===== src/rtl/cronometro_pkg.sv =====
// Shared types and helpers for the stopwatch control block.
package cronometro_pkg;

  typedef enum logic [1:0] {
    IDLE  = 2'b00,
    RUN   = 2'b01,
    PAUSE = 2'b10
  } crono_state_t;

  typedef logic [2:0] disp_sel_t;

  localparam disp_sel_t DISP_COUNT = 3'b000;
  localparam disp_sel_t DISP_LAP1  = 3'b001;
  localparam disp_sel_t DISP_LAP2  = 3'b010;
  localparam disp_sel_t DISP_LAP3  = 3'b100;

  localparam int unsigned N_LAPS = 3;

  function automatic logic [1:0] next_slot(input logic [1:0] slot);
    return (slot == 2'(N_LAPS - 1)) ? 2'b00 : slot + 2'b01;
  endfunction

  function automatic disp_sel_t next_disp(input disp_sel_t sel);
    case (sel)
      DISP_COUNT: return DISP_LAP1;
      DISP_LAP1:  return DISP_LAP2;
      DISP_LAP2:  return DISP_LAP3;
      default:    return DISP_COUNT;
    endcase
  endfunction

endpackage


===== src/rtl/cronometro_controle_debounce.sv =====
// One button: 2-FF synchronizer, stability counter, debounced level and
// a one-cycle pulse on each debounced press (1 -> 0).
module cronometro_controle_debounce #(
  parameter int unsigned DB_CYCLES = 2
) (
  input  logic clk,
  input  logic rst,
  input  logic i_btn_n,
  output logic o_press
);

  localparam int unsigned DB_W = $clog2(DB_CYCLES + 1);

  logic            r_sync1;
  logic            r_sync2;
  logic            r_level;
  logic            r_prev;
  logic            r_press;
  logic [DB_W-1:0] r_cnt;

  always_ff @(posedge clk or posedge rst) begin
    if (rst) begin
      r_sync1 <= 1'b1;
      r_sync2 <= 1'b1;
      r_level <= 1'b1;
      r_prev  <= 1'b1;
      r_press <= 1'b0;
      r_cnt   <= '0;
    end else begin
      r_sync1 <= i_btn_n;
      r_sync2 <= r_sync1;
      r_prev  <= r_level;
      r_press <= r_prev & ~r_level;
      // Level follows the synced input only after it disagrees long enough.
      if (r_sync2 != r_level) begin
        if (r_cnt == DB_W'(DB_CYCLES - 1)) begin
          r_level <= r_sync2;
          r_cnt   <= '0;
        end else begin
          r_cnt <= r_cnt + DB_W'(1);
        end
      end else begin
        r_cnt <= '0;
      end
    end
  end

  assign o_press = r_press;

endmodule


===== src/rtl/cronometro_controle.sv =====
// Stopwatch control: debounces the buttons, arbitrates presses and drives
// run/clear/lap-store/display-select towards the counter and lap datapath.
module cronometro_controle
  import cronometro_pkg::*;
#(
  parameter int unsigned DB_CYCLES = 2
) (
  input  logic       clk,
  input  logic       rst,
  input  logic       start,
  input  logic       pause,
  input  logic       stop,
  input  logic       store,
  input  logic       disp_btn,
  output logic       run,
  output logic       clear,
  output logic       store_en,
  output logic [1:0] lap_slot,
  output logic [2:0] disp_lap,
  output logic [2:0] lap_valid,
  output logic [1:0] state
);

  logic w_start;
  logic w_pause;
  logic w_stop;
  logic w_store;
  logic w_disp;

  cronometro_controle_debounce #(.DB_CYCLES(DB_CYCLES)) u_db_start (
    .clk(clk), .rst(rst), .i_btn_n(start), .o_press(w_start));
  cronometro_controle_debounce #(.DB_CYCLES(DB_CYCLES)) u_db_pause (
    .clk(clk), .rst(rst), .i_btn_n(pause), .o_press(w_pause));
  cronometro_controle_debounce #(.DB_CYCLES(DB_CYCLES)) u_db_stop (
    .clk(clk), .rst(rst), .i_btn_n(stop), .o_press(w_stop));
  cronometro_controle_debounce #(.DB_CYCLES(DB_CYCLES)) u_db_store (
    .clk(clk), .rst(rst), .i_btn_n(store), .o_press(w_store));
  cronometro_controle_debounce #(.DB_CYCLES(DB_CYCLES)) u_db_disp (
    .clk(clk), .rst(rst), .i_btn_n(disp_btn), .o_press(w_disp));

  crono_state_t r_state;
  logic         r_run;
  logic         r_clear;
  logic         r_store_en;
  logic [1:0]   r_lap_slot;
  logic [1:0]   r_ptr;
  disp_sel_t    r_disp;
  logic [2:0]   r_lap_valid;

  always_ff @(posedge clk or posedge rst) begin
    if (rst) begin
      r_state     <= IDLE;
      r_run       <= 1'b0;
      r_clear     <= 1'b0;
      r_store_en  <= 1'b0;
      r_lap_slot  <= 2'b00;
      r_ptr       <= 2'b00;
      r_disp      <= DISP_COUNT;
      r_lap_valid <= 3'b000;
    end else begin
      r_clear    <= 1'b0;
      r_store_en <= 1'b0;
      // Priority stop > pause > start > store; a losing press is dropped.
      if (w_stop) begin
        r_state     <= IDLE;
        r_run       <= 1'b0;
        r_clear     <= 1'b1;
        r_ptr       <= 2'b00;
        r_lap_valid <= 3'b000;
      end else if (w_pause) begin
        if (r_state == RUN) begin
          r_state <= PAUSE;
          r_run   <= 1'b0;
        end
      end else if (w_start) begin
        if (r_state != RUN) begin
          r_state <= RUN;
          r_run   <= 1'b1;
        end
      end else if (w_store && (r_state != IDLE)) begin
        r_store_en  <= 1'b1;
        r_lap_slot  <= r_ptr;
        r_lap_valid <= r_lap_valid | (3'b001 << r_ptr);
        r_ptr       <= next_slot(r_ptr);
      end
      if (w_disp) begin
        r_disp <= next_disp(r_disp);
      end
    end
  end

  assign run       = r_run;
  assign clear     = r_clear;
  assign store_en  = r_store_en;
  assign lap_slot  = r_lap_slot;
  assign disp_lap  = r_disp;
  assign lap_valid = r_lap_valid;
  assign state     = r_state;

endmodule


===== config.mk =====
export PLATFORM = sky130hd
export DESIGN_NAME = cronometro_controle
export DESIGN_NICKNAME = d
export VERILOG_FILES = /design/src/rtl/cronometro_pkg.sv /design/src/rtl/cronometro_controle_debounce.sv /design/src/rtl/cronometro_controle.sv
export SDC_FILE = /design/constraint.sdc
export NUM_CORES = 1
export LEC_CHECK = 0
export CORE_MARGIN = 2
export CORE_UTILIZATION = 54
export DETAILED_ROUTE_END_ITERATION = 16
export GPL_TIMING_DRIVEN = 0
export PLACE_DENSITY_LB_ADDON = 0.08
export SLEW_MARGIN = 20
export SYNTH_ARGS = -nofsm -noshare
export SYNTH_HDL_FRONTEND = slang
export SYNTH_SLANG_ARGS = --single-unit

===== constraint.sdc =====
create_clock -name clk -period 1.6 [get_ports clk]
set_input_delay 0.16 -clock clk [delete_from_list [all_inputs] [get_ports clk]]
set_output_delay 0.16 -clock clk [all_outputs]
set_load 0.03 [all_outputs]

==> metrics.cfg <==
[run_status]
status = finished, final reports clean

[setup_path]
critical_path_class = reg -> out
cpMaxStageDelayCell = clkdlybuf4s50_1
cp_slowest_stage_delay_ns = 0.66
cp_max_fo = 1
crit_buf_inv = 1
cp_top_family = buffers and inverters
endpoint_kind = output pin
worstPathArrival_ns = 1.36
crit_required_ns = 1.44
start_kind = flop
crit_chain = clkdlybuf4s50_1

[drt]
drtPass1Iterations = 4
wl_mm = 2.29
drc_errors = 0
antenna_left = 0
vias = 896
wl_per_cell_um = 12.1
drtIter0Drc = 18
viasPerCell = 4.74

[sta]
worstMarginPinSlew_ns = 0.319
final-setup-viol-count = 0
max_slew_margin_pct = 78.7
post-route-period-util_pct = 95.0
fin_worst_skew_ns = 0.0107
final_max_slew_viol_count = 0
rsz0062_at_grt = no
timing.fmax_ghz = 0.658
min_period_ns = 1.52
final_hold_viol_count = 0

[logic_synthesis]
synth_compound_area_share_pct = 3.52
synth_cell_type_count = 27
yosysWarnings = 0
synth_fp_nets = 124
synth_fa_ha_area_share_pct = 0
synth_top_family_by_area = simple AND/OR/NAND/NOR gates
avgSynthCellArea_um2 = 14.9
yosys_register_bits = 49
synth_seq_area_share_pct = 71.7
synth_xor_area_share_pct = 2.51
synthMuxAreaShare_pct = 6.10
syn-cell-area_um2 = 1740
synthCells = 117
yosys.area_share.simple_pct = 13.3

[pwr]
ir_drop_mv = 0.815
power_w = 0.00370
pwr_density_cell_nw_per_um2 = 1780
leakage_nw = 1.03

[cells_and_area]
drive_gt1_share_pct = 29.7
regArea_um2 = 1250
nNetsFinal = 151
fillers = 256
multiInputGateArea_um2 = 443
diodes = 0
areaGrowthSynthToFinish_pct = 19.1
fin_util_pct = 68.0

[global_route]
track_usage_pct = 15.7
grt_pass1_wl_mm = 3.97
grt_max_degree = 39
grt_pass1_vias = 935
antenna_found_initial = 0
grt_overflow_total = 0

[place]
dp_hpwl_mm = 1.64
place_congestion = 0.738
portBuffers = 19

[cts]
cts-htree-levels = 2
root_buffer = clkbuf_4
cts_buffers = 5
cts_tree = done
clkTransAtPathRegs_ns = 0.12
clock_latency_ns = 0.36
clockBufferDepth = 2
post_cts_buffers = 0
clock_sinks = 49

[floorplan]
rows = 20
dieWidth_um = 60.8
initial_core_util_pct = 57.1
die_area_um2 = 3700
core_region_area_um2 = 3050
io_pins = 20
die_y_um = 60.8

[run]
maxCapViolCount = 0

[min_path]
hold_class = in -> async

==> area by class of cell <==
class	instances	share of cell area, %
Sequential cell	49	60.2
Multi-Input combinational cell	58	21.3
Buffer	3	1.14
Tap cell	44	2.65
Timing Repair Buffer	20	10.5
Inverter	7	1.27
Clock buffer	8	2.83
==> cell usage in the layout (no fill, tap or decap), types with 2 or more instances in the layout <==
cell / netlist / routed
nor2b_1: 10 / 10
dfrtp_1: 29 / 29
nand3b_1: 2 / 2
mux2i_1: 2 / 2
mux2_2: 5 / 5
and2_1: 5 / 5
inv_1: 7 / 6
a21oi_1: 4 / 4
nand3_1: 3 / 3
dfstp_2: 20 / 20
nor2_1: 6 / 6
xnor2_1: 5 / 5
clkdlybuf4s50_1: 0 / 8
clkbuf_1: 0 / 2
clkbuf_4: 0 / 5
dlymetal6s2s_1: 0 / 6
o22ai_1: 2 / 2
mux2_4: 2 / 2
dlygate4sd2_1: 0 / 5
nand2b_1: 3 / 3
==> cell usage after synthesis <==
cell,count,share of area (%)
dfstp_2,20,30
nand4b_4,1,1.4
nand2_1,1,0.22
clkbuf_2,1,0.29
mux2_2,5,3.2
nand2b_1,3,1.1
dfrtp_1,29,42
o32ai_1,1,0.50
inv_1,7,1.5
buf_4,1,0.43
o22ai_1,2,0.72
nor4b_2,1,0.86
and2_1,5,1.8
xnor2_1,5,2.5
nand3_1,3,0.86
buf_6,1,0.65
o22ai_2,1,0.72
o21bai_1,1,0.43
nand3b_1,2,0.86
or2_1,1,0.36
nor2_2,1,0.36
mux2i_1,2,1.1
mux2_4,2,1.7
nor2_1,6,1.3
nor2b_1,10,3.6
a21oi_1,4,1.1
and3_4,1,0.65
==> what timing repair did <==
| action | CTS | global route |
|---|---|---|
| hold buffers | 0 | 0 |
| cloned | 0 | 0 |
| endpoints found under the setup margin | 5 | 6 |
| resized for setup | 5 | 6 |
==> kinds of logic (layout without fill, tap and decap cells) <==
logic type	Yosys count	count (layout)
AND/OR/NAND/NOR	35	35
AO/OA/AOI/OAI	9	9
flip-flops	49	49
buffers and inverters	10	38
XOR/XNOR	5	5
multiplexers	9	9
==> state kept, by name (all words and copies together), names as in the netlist, 2 cells and up <==
signal and flops:
disp_lap 3, lap_slot 2, lap_valid 3, r_ptr 2, state 2, u_db_disp.r_cnt 2
u_db_pause.r_cnt 2, u_db_start.r_cnt 2, u_db_stop.r_cnt 2, u_db_store.r_cnt 2
==> metal layers <==
layer / track usage, % / wire, um / up-vias
li1: - / - / 433
met1: 16.9 / 940 / 439
met3: 7.68 / 129 / 6
met2: 25.8 / 1160 / 18
met5: 0 / 0 / -
met4: 7.45 / 53 / 0
==> power breakdown <==
group | total (W) | leakage, nW | internal [W] | switching (W)
Combinational | 0.00116 | 0.402 | 0.000566 | 0.000598
Sequential | 0.00198 | 0.595 | 0.00172 | 0.000265
Clock | 0.000558 | 0.0326 | 0.000217 | 0.000341
==> through the flow <==
stage	hold WS, ns	setup slack (ns)	area [um2]	TNS [ns]	cells
after global routing	0.0378	0.0253	2080	0	189
after floorplan	0.164	0.180	1740	0	117
after detailed placement	0.347	0.287	2010	0	181
final	0.0393	0.0808	2080	0	189
after global placement	0.345	-0.493	1990	-16.94	180
after CTS	0.0263	0.000875	2060	0	189
==> path summary, 6_finish.rpt <==
kind	startpoint	to	slack [ns]	cells past startpoint
setup reg to reg	state[0]	lap_slot[0]	0.29	4
max in group asynchronous	rst	u_db_store.r_sync1	1.02	3
hold reg to reg	u_db_start.r_sync1	u_db_start.r_sync2	0.36	0
setup / recovery	store_en	store_en	0.08	1
hold / removal	rst	disp_lap[2]	0.04	2
min in group clk	stop	u_db_stop.r_sync1	0.19	1
(Power assumes the default switching activity.)
